`config.mk`:
```
export PLATFORM = sky130hd
export DESIGN_NAME = sensor_frame_scheduler_flat
export DESIGN_NICKNAME = d
export VERILOG_FILES = /design/src/rtl/sensor_pkg.sv /design/src/rtl/sensor_frame_scheduler_if.sv /design/src/rtl/frame_byte_mux.sv /design/src/rtl/sensor_frame_scheduler.sv /design/src/flat_wrapper.sv
export SDC_FILE = /design/constraint.sdc
export NUM_CORES = 1
export LEC_CHECK = 0
export ABC_AREA = 1
export CORE_ASPECT_RATIO = 1.1
export CORE_MARGIN = 5
export CORE_UTILIZATION = 50
export CTS_CLUSTER_SIZE = 12
export DETAILED_ROUTE_END_ITERATION = 10
export PLACE_DENSITY = 0.78
export SLEW_MARGIN = 40
export SYNTH_ARGS = -nofsm -noshare
export SYNTH_HDL_FRONTEND = slang
export SYNTH_SLANG_ARGS = --single-unit
```
`constraint.sdc`:
```
create_clock -name CLK -period 2.6 [get_ports CLK]
set_clock_uncertainty 0.1 [all_clocks]
set_input_delay 0.39 -clock CLK [delete_from_list [all_inputs] [get_ports CLK]]
set_output_delay 0.39 -clock CLK [all_outputs]
set_load 0.05 [all_outputs]
```
`src/rtl/sensor_pkg.sv`:
```
// Shared types and constants for the PDM sensor frame scheduler.
// FRAME_CHECKSUM_EN appends an XOR checksum byte to every frame.
package sensor_pkg;

  typedef enum logic [2:0] {
    S_IDLE,
    S_CLEAR,
    S_GATE,
    S_LATCH,
    S_SEND,
    S_GAP
  } state_t;

`ifdef FRAME_CHECKSUM_EN
  localparam int FRAME_LEN = 8;
`else
  localparam int FRAME_LEN = 7;
`endif

  localparam logic [7:0] DEFAULT_HEADER = 8'hA5;
  localparam int         IDX_W          = 3;

endpackage

```
`src/rtl/sensor_frame_scheduler_if.sv`:
```
// Bundle of counter controls, counter results and UART-side signals of the scheduler.
interface sensor_frame_scheduler_if;

  logic        enable;
  logic [15:0] result1;
  logic [15:0] result2;
  logic [15:0] result3;
  logic        rst_count;
  logic [7:0]  uart_data;
  logic        uart_start;
  logic        busy;
  logic        frame_done;

  modport master (
    output enable, result1, result2, result3,
    input  rst_count, uart_data, uart_start, busy, frame_done
  );

  modport slave (
    input  enable, result1, result2, result3,
    output rst_count, uart_data, uart_start, busy, frame_done
  );

endinterface

```
`src/rtl/frame_byte_mux.sv`:
```
// Selects the frame byte for a given index from the latched counts.
// FRAME_CHECKSUM_EN adds the XOR checksum of the six data bytes at the final index.
module frame_byte_mux
  import sensor_pkg::*;
#(
  parameter logic [7:0] HEADER = DEFAULT_HEADER
) (
  input  logic [IDX_W-1:0] idx,
  input  logic [15:0]      shadow1,
  input  logic [15:0]      shadow2,
  input  logic [15:0]      shadow3,
  output logic [7:0]       frame_byte
);

`ifdef FRAME_CHECKSUM_EN
  logic [7:0] checksum;
  assign checksum = shadow1[15:8] ^ shadow1[7:0] ^ shadow2[15:8] ^ shadow2[7:0]
                  ^ shadow3[15:8] ^ shadow3[7:0];
`endif

  always_comb begin
    frame_byte = 8'h00;
    case (idx)
      3'd0:    frame_byte = HEADER;
      3'd1:    frame_byte = shadow1[15:8];
      3'd2:    frame_byte = shadow1[7:0];
      3'd3:    frame_byte = shadow2[15:8];
      3'd4:    frame_byte = shadow2[7:0];
      3'd5:    frame_byte = shadow3[15:8];
      3'd6:    frame_byte = shadow3[7:0];
`ifdef FRAME_CHECKSUM_EN
      3'd7:    frame_byte = checksum;
`endif
      default: frame_byte = 8'h00;
    endcase
  end

endmodule

```
`src/rtl/sensor_frame_scheduler.sv`:
```
// Gates the PDM pulse counters, latches their counts and streams them as a UART frame.
// FRAME_CHECKSUM_EN selects the 8-byte frame with trailing checksum.
module sensor_frame_scheduler
  import sensor_pkg::*;
#(
  parameter int         GATE_CYCLES = 100000,
  parameter int         BYTE_GAP    = 104200,
  parameter logic [7:0] HEADER      = DEFAULT_HEADER
) (
  input logic                     CLK,
  input logic                     RST_N,
  sensor_frame_scheduler_if.slave bus
);

  localparam int TIMER_MAX = (GATE_CYCLES > BYTE_GAP) ? GATE_CYCLES : BYTE_GAP;
  localparam int TIMER_W   = $clog2(TIMER_MAX + 1);

  localparam logic [TIMER_W-1:0] GATE_LAST = TIMER_W'(GATE_CYCLES - 1);
  localparam logic [TIMER_W-1:0] GAP_LAST  = TIMER_W'(BYTE_GAP - 1);
  localparam logic [IDX_W-1:0]   IDX_LAST  = IDX_W'(FRAME_LEN - 1);

  state_t             state_reg, state_next;
  logic [TIMER_W-1:0] timer_reg, timer_next;
  logic [IDX_W-1:0]   index_reg, index_next;
  logic [15:0]        shadow1_reg, shadow1_next;
  logic [15:0]        shadow2_reg, shadow2_next;
  logic [15:0]        shadow3_reg, shadow3_next;

  logic       rst_count_reg, rst_count_next;
  logic [7:0] uart_data_reg, uart_data_next;
  logic       uart_start_reg, uart_start_next;
  logic       busy_reg, busy_next;
  logic       frame_done_reg, frame_done_next;
  logic [7:0] mux_byte;

  // Fed with next-cycle index/shadows so uart_data is already valid in the SEND cycle.
  frame_byte_mux #(.HEADER(HEADER)) u_byte_mux (
    .idx        (index_next),
    .shadow1    (shadow1_next),
    .shadow2    (shadow2_next),
    .shadow3    (shadow3_next),
    .frame_byte (mux_byte)
  );

  always_comb begin
    state_next   = state_reg;
    timer_next   = timer_reg;
    index_next   = index_reg;
    shadow1_next = shadow1_reg;
    shadow2_next = shadow2_reg;
    shadow3_next = shadow3_reg;

    case (state_reg)
      S_IDLE: begin
        if (bus.enable) state_next = S_CLEAR;
      end
      S_CLEAR: begin
        timer_next = '0;
        state_next = S_GATE;
      end
      S_GATE: begin
        if (timer_reg == GATE_LAST) begin
          timer_next = '0;
          state_next = S_LATCH;
        end else begin
          timer_next = timer_reg + 1'b1;
        end
      end
      S_LATCH: begin
        shadow1_next = bus.result1;
        shadow2_next = bus.result2;
        shadow3_next = bus.result3;
        index_next   = '0;
        state_next   = S_SEND;
      end
      S_SEND: begin
        timer_next = '0;
        state_next = S_GAP;
      end
      S_GAP: begin
        if (timer_reg == GAP_LAST) begin
          timer_next = '0;
          if (index_reg == IDX_LAST) begin
            state_next = bus.enable ? S_CLEAR : S_IDLE;
          end else begin
            index_next = index_reg + 1'b1;
            state_next = S_SEND;
          end
        end else begin
          timer_next = timer_reg + 1'b1;
        end
      end
      default: state_next = S_IDLE;
    endcase

    // Outputs are decoded from the state being entered, then registered.
    rst_count_next  = (state_next == S_CLEAR);
    uart_start_next = (state_next == S_SEND);
    uart_data_next  = (state_next == S_SEND) ? mux_byte : uart_data_reg;
    busy_next       = (state_next != S_IDLE);
    frame_done_next = (state_next == S_GAP) && (timer_next == GAP_LAST)
                      && (index_next == IDX_LAST);
  end

  always_ff @(posedge CLK or negedge RST_N) begin
    if (!RST_N) begin
      state_reg      <= S_IDLE;
      timer_reg      <= '0;
      index_reg      <= '0;
      shadow1_reg    <= '0;
      shadow2_reg    <= '0;
      shadow3_reg    <= '0;
      rst_count_reg  <= 1'b0;
      uart_data_reg  <= 8'h00;
      uart_start_reg <= 1'b0;
      busy_reg       <= 1'b0;
      frame_done_reg <= 1'b0;
    end else begin
      state_reg      <= state_next;
      timer_reg      <= timer_next;
      index_reg      <= index_next;
      shadow1_reg    <= shadow1_next;
      shadow2_reg    <= shadow2_next;
      shadow3_reg    <= shadow3_next;
      rst_count_reg  <= rst_count_next;
      uart_data_reg  <= uart_data_next;
      uart_start_reg <= uart_start_next;
      busy_reg       <= busy_next;
      frame_done_reg <= frame_done_next;
    end
  end

  assign bus.rst_count  = rst_count_reg;
  assign bus.uart_data  = uart_data_reg;
  assign bus.uart_start = uart_start_reg;
  assign bus.busy       = busy_reg;
  assign bus.frame_done = frame_done_reg;

endmodule
```
`src/flat_wrapper.sv`:
```
// flat-port wrapper written by rule: the top's interface ports become plain ports
module sensor_frame_scheduler_flat import sensor_pkg::*;
#(
  parameter int         GATE_CYCLES = 100000,
  parameter int         BYTE_GAP    = 104200,
  parameter logic [7:0] HEADER      = DEFAULT_HEADER
)
  (CLK, RST_N, bus_enable, bus_result1, bus_result2, bus_result3, bus_rst_count, bus_uart_data, bus_uart_start, bus_busy, bus_frame_done);
  sensor_frame_scheduler_if bus_i ();
  input logic CLK;
  input logic RST_N;
  input wire logic [$bits(bus_i.enable)-1:0] bus_enable;
  input wire logic [$bits(bus_i.result1)-1:0] bus_result1;
  input wire logic [$bits(bus_i.result2)-1:0] bus_result2;
  input wire logic [$bits(bus_i.result3)-1:0] bus_result3;
  output wire logic [$bits(bus_i.rst_count)-1:0] bus_rst_count;
  output wire logic [$bits(bus_i.uart_data)-1:0] bus_uart_data;
  output wire logic [$bits(bus_i.uart_start)-1:0] bus_uart_start;
  output wire logic [$bits(bus_i.busy)-1:0] bus_busy;
  output wire logic [$bits(bus_i.frame_done)-1:0] bus_frame_done;
  assign bus_i.enable = bus_enable;
  assign bus_i.result1 = bus_result1;
  assign bus_i.result2 = bus_result2;
  assign bus_i.result3 = bus_result3;
  assign bus_rst_count = bus_i.rst_count;
  assign bus_uart_data = bus_i.uart_data;
  assign bus_uart_start = bus_i.uart_start;
  assign bus_busy = bus_i.busy;
  assign bus_frame_done = bus_i.frame_done;
  sensor_frame_scheduler #(.GATE_CYCLES(GATE_CYCLES), .BYTE_GAP(BYTE_GAP), .HEADER(HEADER)) u_core (.CLK(CLK), .RST_N(RST_N), .bus(bus_i));
endmodule
```
==> flow_metrics.env <==
export IMPL_die_area_um2=11200
export IMPL_crit_fanout=9
export IMPL_wire_per_inst_um=15.7
export IMPL_syn_instance_count=631
export IMPL_grt_usage_pct=23.8
export IMPL_area_growth_synth_to_final_pct=22.5
export IMPL_drt_initial_drc_count=332
export IMPL_synth_top_cell_area_share_pct=45.0
export IMPL_synth_edff_count=0
export IMPL_hp_class="reg -> reg"
export IMPL_dr_wl_met2_um=6440
export IMPL_ctsHtreeMaxLevel=3
export IMPL_ios=63
export IMPL_fillerInstances=771
export IMPL_num_vias=4376
export IMPL_cap_violations=0
export IMPL_tightest_slew_ps=616
export IMPL_placementRows=36
export IMPL_report_final_slew_viol_count=0
export IMPL_ys_warn_count=0
export IMPL_cts_tree="done"
export IMPL_detail_route_antenna_nets=0
export IMPL_critPathMostFrequentCell="nand2_1"
export IMPL_nets=756
export IMPL_grt_overflow=0
export IMPL_hold_viol_final=0
export IMPL_grt_first_pass_wirelength_um=21200
export IMPL_seqCellArea_um2=2080
export IMPL_largest_reg_flops=17
export IMPL_cp_slowest_stage_delay_ps=500
export IMPL_stdcell_area_um2=5650
export IMPL_finalSetupViolations=0
export IMPL_critical_path_class="reg -> reg"
export IMPL_portBuffers=62
export IMPL_clkSlewWorstSetupHoldPaths_ps=80
export IMPL_ys_seq_area_share_pct=45.0
export IMPL_worst_ep_arrival_time_ps=2620
export IMPL_synth_avg_cell_area_um2=7.31
export IMPL_yosysMostFrequentCell="nand2_1"
export IMPL_wl_um=12900
export IMPL_cp_start_kind="flip-flop"
export IMPL_leakagePower_nw=2.80
export IMPL_ys_top_cells_by_count="253 x nand2_1, 83 x dfrtp_1, 56 x nor2_1"
export IMPL_drtPass1Iterations=6
export IMPL_layout_worst_path_cycle_share_pct=94.7
export IMPL_ys_ff_latch=83
export IMPL_ys_flop_type="dfrtp_1"
export IMPL_crit_family="simple AND/OR/NAND/NOR gates"
export IMPL_fin_ws_ps=139
export IMPL_required_ps=2760
export IMPL_cp_num_buf_inv=2
export IMPL_synth_top_area_cell="dfrtp_1"
export IMPL_multi_input_area_um2=2200
export IMPL_power_density_nw_per_um2=423
export IMPL_hpwl_um=9670
export IMPL_synth_cell_types=37
export IMPL_utilization_pct=63.4
export IMPL_die_x_um=102
export IMPL_clock_root_buffer="clkbuf_8"
export IMPL_placed_cell_area_um2=5380
export IMPL_vias_per_cell=5.33
export IMPL_ys_async_sr_fraction_pct=100
export IMPL_core_um2=8920
export IMPL_synth_nets=685
export IMPL_end_kind="flip-flop"
export IMPL_n_antenna_cell=0
export IMPL_clock_sinks=83
export IMPL_worstPathCellList="nor2_1 > nand2_1 > nor2_2 > nand4_1 > nand2_1 > nand2_4 > buf_4 > buf_4 > nand4_1 > nand2_1 > nor2_1 > nand2_1 > nand2_1 > nand2_1"
export IMPL_post_place_ws_ps=59.6
export IMPL_tns_ps=0
export IMPL_die_h_um=111
export IMPL_netlist_area_um2=4610
export IMPL_antenna_found_initial=0
export IMPL_rsz0062_at_grt="no"
export IMPL_gp_congestion=1.02
export IMPL_status="completed"
export IMPL_initial_core_util_pct=51.7
export IMPL_clk_latency_ps=370
export IMPL_maxSlewHeadroom_pct=58.9
export IMPL_cts_buffer_depth=2
export IMPL_drc=0
export IMPL_total_power_w=0.00239
export IMPL_max_freq_mhz=406
export IMPL_crit_path_top_delay_cell="dfrtp_1"
export IMPL_cts_buffers=9
export IMPL_synthTopCellsByArea="dfrtp_1 45%, nand2_1 21%, nand3_1 5.6%, nor2_1 4.6%, inv_1 4.1%"
export IMPL_grt_pass1_vias=4433
export IMPL_fin_crit_ps=2460
export IMPL_highest_layer="met4"
export IMPL_ir_worst_vdd_v=0.000385
export IMPL_grt_max_degree=46
export IMPL_dr_wl_met3_um=798
export IMPL_wl_met1_um=5020
export IMPL_drive_above_1_share_pct=11.9
[power by group]
part | internal [W] | switching, W | total [W]
clock | 0.000525 | 0.000471 | 0.000996
combinational | 0.0000685 | 0.0000368 | 0.000105
sequential | 0.00129 | 0 | 0.00129
total | 0.00188 | 0.000507 | 0.00239
[worst paths after layout]
| kind | start | slack [ps] | cells past startpoint | to |
|---|---|---|---|---|
| min in group asynchronous | RST_N | 470 | 2 | u_core.timer_reg[5] |
| max in group asynchronous | RST_N | 1300 | 3 | u_core.shadow2_reg[15] |
| max | u_core.timer_reg[5] | 140 | 14 | u_core.bus.uart_data[3] |
| min reg2reg | u_core.shadow2_reg[4] | 370 | 2 | u_core.shadow2_reg[4] |
| max reg2reg | u_core.timer_reg[5] | 140 | 14 | u_core.bus.uart_data[3] |
| min | u_core.shadow2_reg[4] | 370 | 2 | u_core.shadow2_reg[4] |
[cell usage in the layout, fill, tap and decap left out, types with 10 or more instances in the layout]
cell type,netlist,routed
buf_4,3,15
dfrtp_1,83,82
or2_2,10,10
inv_2,11,11
nand4_1,25,25
nand3_1,52,52
inv_1,51,51
nand2_1,253,251
clkdlybuf4s50_1,0,61
o21ai_0,20,20
nor2_1,56,53
clkbuf_8,0,12
[worst register-to-register path, delay by kind of cell (launching register included)]
| kind | cells | cell delay, ps |
|---|---|---|
| buffers and inverters | 2 | 310 |
| flip-flops | 1 | 500 |
| AND/OR/NAND/NOR | 12 | 1460 |
[metrics by stage]
step / std cells / hold WS (ps)
finish: 821 / 375
global route: 821 / 391
CTS: 816 / 376
detailed placement: 799 / 344
global placement: 799 / 332
floorplan: 631 / -5.59
[cells by family (layout without fill, tap and decap cells)]
| family | after synthesis | count (layout) | synth area share, % |
|---|---|---|---|
| AND/OR/NAND/NOR | 425 | 425 | 41.6 |
| flip-flops | 83 | 83 | 45.0 |
| buffers and inverters | 82 | 158 | 7.59 |
| AO/OA/AOI/OAI | 34 | 34 | 4.20 |
| XOR/XNOR | 4 | 4 | 0.760 |
| adder cells (fa/ha/maj) | 3 | 3 | 0.814 |
[metal layers]
metal  global-route usage [%]  up-vias
met1                     29.3     1996
met3                     3.90       53
met2                     38.7      188
met5                        0        -
li1                         -     2139
met4                     13.7        0
[layout make-up]
type | count | area share (%)
multi-input cells | 466 | 39.0
flip-flops and latches | 83 | 36.8
repair buffers | 79 | 13.7
inverters | 63 | 4.23
clock buffers | 13 | 2.99
well taps | 114 | 2.52
clock inverters | 3 | 0.775
[repair_timing]
item,CTS,global route
buffers inserted,0,5
resized for setup,0,6
hold endpoints to repair,44,0
setup endpoints to repair,0,9
hold buffers,1,0
(Power assumes the default switching activity.)
